### src/rtl/nibble_pkg.sv
// Shared definitions for the nibble-serial adder scheduler.
package nibble_pkg;

    localparam int DEF_NIBBLES = 4;
    localparam int DEF_SETTLE  = 4;

    typedef enum logic [1:0] {
        ST_IDLE = 2'd0,
        ST_ADD  = 2'd1,
        ST_DONE = 2'd2
    } state_e;

    // Counter width for a range of n values; never narrower than one bit.
    function automatic int cnt_w(input int n);
        return (n > 1) ? $clog2(n) : 1;
    endfunction

endpackage

### src/rtl/nibble_add_sched_if.sv
// Requester handshake, result bus and external nibble_adder hookup.
interface nibble_add_sched_if #(
    parameter int NIBBLES = nibble_pkg::DEF_NIBBLES
);
    localparam int W = 4 * NIBBLES;

    logic [1:0]   req;
    logic [W-1:0] a0, b0, a1, b1;
    logic         cin0, cin1;
    logic [1:0]   ack;
    logic [W-1:0] sum;
    logic         cout;
    logic         done;
    logic         done_id;
    logic         busy;
    logic [3:0]   add_a, add_b;
    logic         add_cin;
    logic [3:0]   add_s;
    logic         add_cout;

    // Scheduler side.
    modport slave (
        input  req, a0, b0, cin0, a1, b1, cin1, add_s, add_cout,
        output ack, sum, cout, done, done_id, busy, add_a, add_b, add_cin
    );

    // Requesters plus the external adder.
    modport master (
        output req, a0, b0, cin0, a1, b1, cin1, add_s, add_cout,
        input  ack, sum, cout, done, done_id, busy, add_a, add_b, add_cin
    );
endinterface

### src/rtl/rr_arb2.sv
// Two-way round-robin grant: a lone request wins, a tie goes to the
// requester that was not granted last.
module rr_arb2 (
    input  logic [1:0] req_i,
    input  logic       last_grant_i,
    output logic       grant_o,
    output logic       valid_o
);
    // Pure combinational grant selection.
    always_comb begin
        valid_o = |req_i;
        case (req_i)
            2'b10:   grant_o = 1'b1;
            2'b11:   grant_o = ~last_grant_i;
            default: grant_o = 1'b0;
        endcase
    end
endmodule

### src/rtl/nibble_add_sched.sv
// Shares one external 4-bit adder between two requesters, walking the
// operands a nibble at a time and letting each nibble settle for SETTLE
// cycles before sampling the adder.
module nibble_add_sched
    import nibble_pkg::*;
#(
    parameter int NIBBLES = DEF_NIBBLES,
    parameter int SETTLE  = DEF_SETTLE
) (
    input  logic            clk,
    input  logic            rst_n,
    nibble_add_sched_if.slave bus
);
    localparam int W  = 4 * NIBBLES;
    localparam int CW = cnt_w(SETTLE);
    localparam int NW = cnt_w(NIBBLES);
    localparam logic [CW-1:0] CNT_LAST = CW'(SETTLE - 1);
    localparam logic [NW-1:0] NIB_LAST = NW'(NIBBLES - 1);

    state_e        state_q, state_d;
    logic [W-1:0]  a_q, b_q;
    logic [W-1:0]  shadow_q;      // result assembled nibble by nibble
    logic [W-1:0]  sum_q;
    logic          carry_q;
    logic          cout_q;
    logic          grant_q;
    logic          last_grant_q;
    logic          done_id_q;
    logic [CW-1:0] cnt_q;
    logic [NW-1:0] nib_q;
    logic          arb_grant;
    logic          arb_valid;
    logic          settle_end;

    rr_arb2 u_arb (
        .req_i       (bus.req),
        .last_grant_i(last_grant_q),
        .grant_o     (arb_grant),
        .valid_o     (arb_valid)
    );

    // Settling is timed purely by the cycle counter.
    assign settle_end = (state_q == ST_ADD) && (cnt_q == CNT_LAST);

    // State register.
    always_ff @(posedge clk or negedge rst_n) begin
        if (!rst_n) state_q <= ST_IDLE;
        else        state_q <= state_d;
    end

    // Next-state logic.
    always_comb begin
        state_d = state_q;
        case (state_q)
            ST_IDLE: if (arb_valid) state_d = ST_ADD;
            ST_ADD:  if (settle_end && (nib_q == NIB_LAST)) state_d = ST_DONE;
            ST_DONE: state_d = ST_IDLE;
            default: state_d = ST_IDLE;
        endcase
    end

    // Operand latch, nibble walk and result bookkeeping.
    always_ff @(posedge clk or negedge rst_n) begin
        if (!rst_n) begin
            a_q          <= '0;
            b_q          <= '0;
            shadow_q     <= '0;
            sum_q        <= '0;
            carry_q      <= 1'b0;
            cout_q       <= 1'b0;
            grant_q      <= 1'b0;
            last_grant_q <= 1'b1;   // requester 0 wins the first tie
            done_id_q    <= 1'b0;
            cnt_q        <= '0;
            nib_q        <= '0;
        end else begin
            case (state_q)
                ST_IDLE: begin
                    if (arb_valid) begin
                        grant_q <= arb_grant;
                        a_q     <= arb_grant ? bus.a1 : bus.a0;
                        b_q     <= arb_grant ? bus.b1 : bus.b0;
                        carry_q <= arb_grant ? bus.cin1 : bus.cin0;
                        nib_q   <= '0;
                        cnt_q   <= '0;
                    end
                end
                ST_ADD: begin
                    if (cnt_q == CNT_LAST) begin
                        shadow_q[nib_q*4 +: 4] <= bus.add_s;
                        carry_q                <= bus.add_cout;
                        cnt_q                  <= '0;
                        if (nib_q != NIB_LAST) nib_q <= nib_q + NW'(1);
                    end else begin
                        cnt_q <= cnt_q + CW'(1);
                    end
                end
                ST_DONE: begin
                    sum_q        <= shadow_q;
                    cout_q       <= carry_q;
                    done_id_q    <= grant_q;
                    last_grant_q <= grant_q;
                end
                default: ;
            endcase
        end
    end

    // Outputs: adder drive only in ADD; the finished result is shown
    // straight from the shadow during DONE and held afterwards.
    always_comb begin
        bus.add_a   = 4'h0;
        bus.add_b   = 4'h0;
        bus.add_cin = 1'b0;
        bus.done    = 1'b0;
        bus.ack     = 2'b00;
        bus.busy    = (state_q != ST_IDLE);
        bus.sum     = sum_q;
        bus.cout    = cout_q;
        bus.done_id = done_id_q;
        case (state_q)
            ST_ADD: begin
                bus.add_a   = a_q[nib_q*4 +: 4];
                bus.add_b   = b_q[nib_q*4 +: 4];
                bus.add_cin = carry_q;
            end
            ST_DONE: begin
                bus.done    = 1'b1;
                bus.ack     = grant_q ? 2'b10 : 2'b01;
                bus.sum     = shadow_q;
                bus.cout    = carry_q;
                bus.done_id = grant_q;
            end
            default: ;
        endcase
    end

endmodule

### src/flat_wrapper.sv
// flat-port wrapper written by rule: the top's interface ports become plain ports
module nibble_add_sched_flat import nibble_pkg::*;
#(
    parameter int NIBBLES = DEF_NIBBLES,
    parameter int SETTLE  = DEF_SETTLE
)
  (clk, rst_n, bus_req, bus_a0, bus_b0, bus_cin0, bus_a1, bus_b1, bus_cin1, bus_add_s, bus_add_cout, bus_ack, bus_sum, bus_cout, bus_done, bus_done_id, bus_busy, bus_add_a, bus_add_b, bus_add_cin);
  nibble_add_sched_if #(.NIBBLES(NIBBLES)) bus_i ();
  input  logic clk;
  input  logic rst_n;
  input wire logic [$bits(bus_i.req)-1:0] bus_req;
  input wire logic [$bits(bus_i.a0)-1:0] bus_a0;
  input wire logic [$bits(bus_i.b0)-1:0] bus_b0;
  input wire logic [$bits(bus_i.cin0)-1:0] bus_cin0;
  input wire logic [$bits(bus_i.a1)-1:0] bus_a1;
  input wire logic [$bits(bus_i.b1)-1:0] bus_b1;
  input wire logic [$bits(bus_i.cin1)-1:0] bus_cin1;
  input wire logic [$bits(bus_i.add_s)-1:0] bus_add_s;
  input wire logic [$bits(bus_i.add_cout)-1:0] bus_add_cout;
  output wire logic [$bits(bus_i.ack)-1:0] bus_ack;
  output wire logic [$bits(bus_i.sum)-1:0] bus_sum;
  output wire logic [$bits(bus_i.cout)-1:0] bus_cout;
  output wire logic [$bits(bus_i.done)-1:0] bus_done;
  output wire logic [$bits(bus_i.done_id)-1:0] bus_done_id;
  output wire logic [$bits(bus_i.busy)-1:0] bus_busy;
  output wire logic [$bits(bus_i.add_a)-1:0] bus_add_a;
  output wire logic [$bits(bus_i.add_b)-1:0] bus_add_b;
  output wire logic [$bits(bus_i.add_cin)-1:0] bus_add_cin;
  assign bus_i.req = bus_req;
  assign bus_i.a0 = bus_a0;
  assign bus_i.b0 = bus_b0;
  assign bus_i.cin0 = bus_cin0;
  assign bus_i.a1 = bus_a1;
  assign bus_i.b1 = bus_b1;
  assign bus_i.cin1 = bus_cin1;
  assign bus_i.add_s = bus_add_s;
  assign bus_i.add_cout = bus_add_cout;
  assign bus_ack = bus_i.ack;
  assign bus_sum = bus_i.sum;
  assign bus_cout = bus_i.cout;
  assign bus_done = bus_i.done;
  assign bus_done_id = bus_i.done_id;
  assign bus_busy = bus_i.busy;
  assign bus_add_a = bus_i.add_a;
  assign bus_add_b = bus_i.add_b;
  assign bus_add_cin = bus_i.add_cin;
  nibble_add_sched #(.NIBBLES(NIBBLES), .SETTLE(SETTLE)) u_core (.clk(clk), .rst_n(rst_n), .bus(bus_i));
endmodule
### config.mk
export PLATFORM = sky130hd
export DESIGN_NAME = nibble_add_sched_flat
export DESIGN_NICKNAME = d
export VERILOG_FILES = /design/src/rtl/nibble_pkg.sv /design/src/rtl/nibble_add_sched_if.sv /design/src/rtl/rr_arb2.sv /design/src/rtl/nibble_add_sched.sv /design/src/flat_wrapper.sv
export SDC_FILE = /design/constraint.sdc
export NUM_CORES = 1
export LEC_CHECK = 0
export ABC_AREA = 1
export CORE_MARGIN = 1.5
export CORE_UTILIZATION = 53
export CTS_BUF_LIST = sky130_fd_sc_hd__clkbuf_8
export DETAILED_ROUTE_END_ITERATION = 8
export GPL_TIMING_DRIVEN = 0
export PLACE_DENSITY_LB_ADDON = 0.3
export SYNTH_ARGS = -nofsm -noshare
export SYNTH_HDL_FRONTEND = slang
export SYNTH_SLANG_ARGS = --single-unit
### constraint.sdc
create_clock -name clk -period 2.65 [get_ports clk]
set_input_delay 0.795 -clock clk [delete_from_list [all_inputs] [get_ports clk]]
set_output_delay 0.795 -clock clk [all_outputs]
set_load 0.01 [all_outputs]
# Word level (Yosys, flattened, before mapping)
# Index checks and enable logic that the tools add are counted.
# W data, S select, Z words.
word_totals:
  register_bits: 75
  input_bits: 75
  out_inout_bits: 31
op_classes:
  n_addsub: 3
  n_eq_ne: 11
  shifts: 4
  mux: 26
  bitwise_logic: 1
  n_reduce_logical: 12
op_table:
  columns: ["operator", "count"]
  rows:
  - ["$mux W16", 3]
  - ["$neg A4 Y34", 1]
  - ["$shift A4 B34 Y16 const A", 1]
  - ["$shiftx A4 B34 Y16", 1]
  - ["$shiftx A16 B5 Y4", 2]
  - ["$bwmux W16", 1]
  - ["$mux W2", 8]
  - ["$pmux W2 S2", 3]
  - ["$eq A2 B2 Y1 const B", 5]
  - ["$mux W4", 2]
  - ["$ne A2 B2 Y1 const B", 4]
  - ["$reduce_and A2 Y1", 4]
  - ["$mux W1", 7]
  - ["$add A2 B1 Y2 const B", 2]
  - ["$pmux W1 S2", 2]
  - ["$reduce_and A4 Y1", 1]
  - ["$reduce_bool A2 Y1", 2]
  - ["$reduce_and A3 Y1", 1]
  - ["$eq A2 B1 Y1 const B", 1]
  - ["$logic_and A1 B1 Y1", 2]
  - ["$logic_not A2 Y1", 1]
  - ["$ne A2 B1 Y1 const B", 1]
  - ["$reduce_or A2 Y1", 1]
  - ["$not A1 Y1", 1]

# Depth between registers and ports, before layout
depth:
  depth_word: 5
  depth_mapped: 8
  depth_no_buf: 7

# By module
# A second synthesis with hierarchy kept.
hier_totals:
  cells_unflattened: 531
  area_unflattened_um2: 4021.4
by_module_without_submodules:
  columns: ["module", "instances", "cells_each", "area_each_um2"]
  rows:
  - ["nibble_add_sched", 1, 528, 4006.3]
  - ["rr_arb2", 1, 3, 15.0]

# Worst setup path before layout
# Ideal clock, no wire load.
synth_timing:
  path_type: "reg2out"
  startpoint: "register u_core.nib_q[1]"
  endpoint: "output bus_add_a[0]"
  arrival_ns: 1.143
  t_required_ns: 1.855
  slack_ns: 0.712
  stages_incl_launch_ff: 6
  cell_sequence: "dfrtp_1 -> buf_4 -> clkinv_1 -> nor2_1 -> o21ai_0 -> a21oi_1"
synth_between:
  elab_chain_cells: 2
synth_lines:
  columns: ["element", "line", "text"]
  rows:
  - ["from (decl)", "nibble_add_sched.sv:30", "logic [NW-1:0] nib_q;"]
  - ["from (signal assigned)", "nibble_add_sched.sv:93", "if (nib_q != NIB_LAST) nib_q <= nib_q + NW'(1);"]
  - ["$shiftx A16 B5 Y4", "nibble_add_sched.sv:123", "bus.add_a = a_q[nib_q*4 +: 4];"]
  - ["$mux W4", "nibble_add_sched.sv:121", "case (state_q)"]
  - ["to (decl)", "flat_wrapper.sv:26", "output wire logic [$bits(bus_i.add_a)-1:0] bus_add_a;"]
# Every way passes these cells.

# Final worst setup path
layout_timing:
  startpoint: "register u_core.nib_q[0]"
  endpoint: "output bus_add_b[0]"
layout_between:
  elab_chain_cells: 2
layout_lines:
  columns: ["element", "line", "text"]
  rows:
  - ["$shiftx A16 B5 Y4", "nibble_add_sched.sv:124", "bus.add_b = b_q[nib_q*4 +: 4];"]
  - ["$mux W4", "nibble_add_sched.sv:121", null]
  - ["to (decl)", "flat_wrapper.sv:27", "output wire logic [$bits(bus_i.add_b)-1:0] bus_add_b;"]
# Every way passes these cells.

==> flow_metrics.tcl <==
set metrics [dict create \
    diodes 0 \
    ir_drop_mv 0.613 \
    fmax_ghz 0.387 \
    synth_edf_count 0 \
    crit_chain "inv_2 > clkbuf_4 > o21ai_0 > a21oi_1 > dlygate4sd2_1" \
    dieWidth_um 87.4 \
    powerDensity_nw_per_um2 987 \
    post-route-min-period_ps 2580 \
    synth_top_area_cell "dfrtp_1" \
    die_h_um 87.4 \
    maxCapViolations 0 \
    h-tree-depth 3 \
    leakage_uw 0.00264 \
    mappedNetlistArea_um2 3780 \
    ys_async_sr_fraction_pct 100 \
    synth_compound_area_share_pct 13.5 \
    synth_common_cells "nand2_1 (167), dfrtp_1 (74), inv_1 (56)" \
    setup.worst_path.class "reg -> out" \
    cts_buffers 9 \
    yosys.cell_types.count 21 \
    skew_ps 7.28 \
    synth.most_common_cell "nand2_1" \
    critical_path_arrival_ps 1790 \
    clk_latency_ps 350 \
    core-area_um2 6830 \
    setup_tns_ps 0 \
    rows 30 \
    area_growth_pct 37.1 \
    synth_top_family_by_area "simple AND/OR/NAND/NOR gates" \
    gr-total-overflow 0 \
    grt_pass1_vias 3676 \
    worst_slew_pin_slew_ps 920 \
    root_buffer "clkbuf_8" \
    clockBufferDepth 2 \
    gp_congestion 0.839 \
    r2r_setup_slack_ps 920 \
    synthXorXnorAreaFrac_pct 0 \
    min_path_cells 2 \
    dieArea_um2 7640 \
    fillers 504 \
    final_cells 706 \
    multiInputGateArea_um2 1560 \
    setup_slack_ps 68.1 \
    dpl_worst_slack_ps -75.4 \
    crit_fanout 10 \
    worstPathRequired_ps 1860 \
    nets 686 \
    grt_max_degree 76 \
    fin_crit_sh_pct 97.4 \
    synth-main-ff-cell "dfrtp_1" \
    r2r_end "u_core.shadow_q[6]" \
    drc 0 \
    drv_slew 0 \
    dp_hpwl_um 6880 \
    cts-hold-fix-buffers 0 \
    use_met3_pct 4.27 \
    seqCellArea_um2 1880 \
    timing.rr.start "u_core.nib_q[0]" \
    use_met1_pct 31.0 \
    cpMaxStageDelayCell "dfrtp_1" \
    cp-start-kind "register" \
    status "finished clean" \
    vias 3591 \
    use_met2_pct 47.3 \
    min-delay-start "u_core.sum_q[9]" \
    start_util_pct 55.3 \
    synth-simple-area-share_pct 25.2 \
    hold_viol 0 \
    slew_headroom_pct 38.7 \
    grt_busiest_layer "met2" \
    grt_antenna_before_repair 0 \
    cts_tree "built" \
    ant_nets 0 \
    drive_above_1_share_pct 9.02 \
    routed_wl_um 9280 \
    final_util_pct 75.8 \
    critPathMaxStageDelay_ps 420 \
    synth_fp_nets 570 \
    synthAdderAreaFrac_pct 1.99 \
    numPlacedInstances 690 \
    path_clk_slew_ps 80 \
    end_kind "output pin" \
    drt_iter0_drc 201 \
    synth_cells 489 \
    grtUsageTotal_pct 26.5 \
    vias_per_cell 5.09 \
    hp-class "reg -> reg" \
    rsz0062_at_grt "false" \
    yosys.area.top_type_share_pct 49.0 \
    yosys_warnings 0 \
    synth_seq_area_share_pct 49.7 \
    ios 106 \
    setup_violations 0 \
    hold_end "u_core.sum_q[9]" \
    wl_per_cell_um 13.1 \
    reg2regPathDepth 8 \
    port_buffers 105 \
    drt_first_pass_iters 4 \
    grt_pass1_wl_um 15800 \
    synth.top_cells.by_area "dfrtp_1 (49%), nand2_1 (17%), o211ai_1 (6.4%)" \
    synthesis.area_per_instance_um2 7.73 \
    ys_seq_elements 75 \
    synthMuxAreaShare_pct 0 \
    clock_sinks 75 \
]
logic make-up after synthesis:
family	Yosys count
and+or+nand+nor	239
AOI/OAI and AO/OA	86
buffers and inverters	83
DFF	75
adders and majority gates	6
stage by stage:
step	area, um^2	total power (uW)	hold WS [ps]
after global placement	4950	4190	452
final	5180	5110	470
after detailed placement	4950	4270	458
after floorplan	3780	3260	444
after global routing	5180	5500	496
after CTS	5170	5120	473
state kept, by name, summed over array words and instances, names as in the netlist:
name                 count
u_core.last_grant_q      1
u_core.b_q              16
u_core.a_q              16
u_core.shadow_q         16
u_core.cout_q            1
u_core.nib_q             2
u_core.state_q           2
u_core.sum_q            16
u_core.done_id_q         1
u_core.carry_q           1
u_core.cnt_q             2
u_core.grant_q           1
what timing repair did:
| action | CTS | global route |
|---|---|---|
| pin swaps | 0 | 1 |
| gates resized for setup | 50 | 6 |
| setup buffers | 1 | 0 |
| setup endpoints to repair | 29 | 10 |
power by group:
group          internal [uW]  switching [uW]  total, uW
clock                    528             434        962
combinational            918            1320       2240
sequential              1660             257       1910
layout make-up:
type | count | area share (%)
clock buffers | 9 | 2.39
well taps | 96 | 2.32
plain buffers | 23 | 3.07
inverters | 59 | 4.32
clock inverters | 7 | 1.84
flip-flops and latches | 75 | 36.3
multi-input cells | 331 | 30.1
repair buffers | 106 | 19.7
per-layer routing:
metal / vias up / share of wire, %
li1: 1783 / -
met1: 1664 / 42
met2: 124 / 50
met3: 20 / 5.5
met4: 0 / 2.4
met5: - / 0
worst max path at each step:
| stage | cells past startpoint | from | endpoint |
|---|---|---|---|
| after floorplan | 5 | u_core.nib_q[1] | bus_add_a[0] |
| after global placement | 1 | rst_n | u_core.a_q[13] |
| after detailed placement | 5 | u_core.nib_q[0] | bus_add_b[2] |
| after CTS | 5 | u_core.state_q[0] | bus_ack[1] |
| after global routing | 5 | u_core.nib_q[0] | bus_add_b[1] |
| final | 5 | u_core.nib_q[0] | bus_add_b[0] |
cell usage in the layout, fill, tap and decap left out, types with 2 or more instances in the layout:
cell type / count
a21oi_1: 9
buf_2: 7
buf_4: 11
buf_6: 3
bufinv_16: 2
clkbuf_1: 2
clkbuf_4: 2
clkbuf_8: 9
clkdlybuf4s50_1: 76
clkinvlp_4: 3
dfrtp_1: 73
dlygate4sd2_1: 28
ha_1: 6
inv_1: 55
inv_2: 4
nand2_1: 166
nand2_2: 3
nand3_1: 15
nand4_1: 4
nor2_1: 47
nor2_4: 3
o211ai_1: 32
o21ai_0: 29
o21ai_1: 13
o21ai_2: 3
worst max-delay path: cells and delay by family (launching register included):
kind	cells	cell delay (ps)
compound gates	2	380
buf+inv	3	640
flops	1	420
No activity file was read; power rests on OpenSTA's default activity.
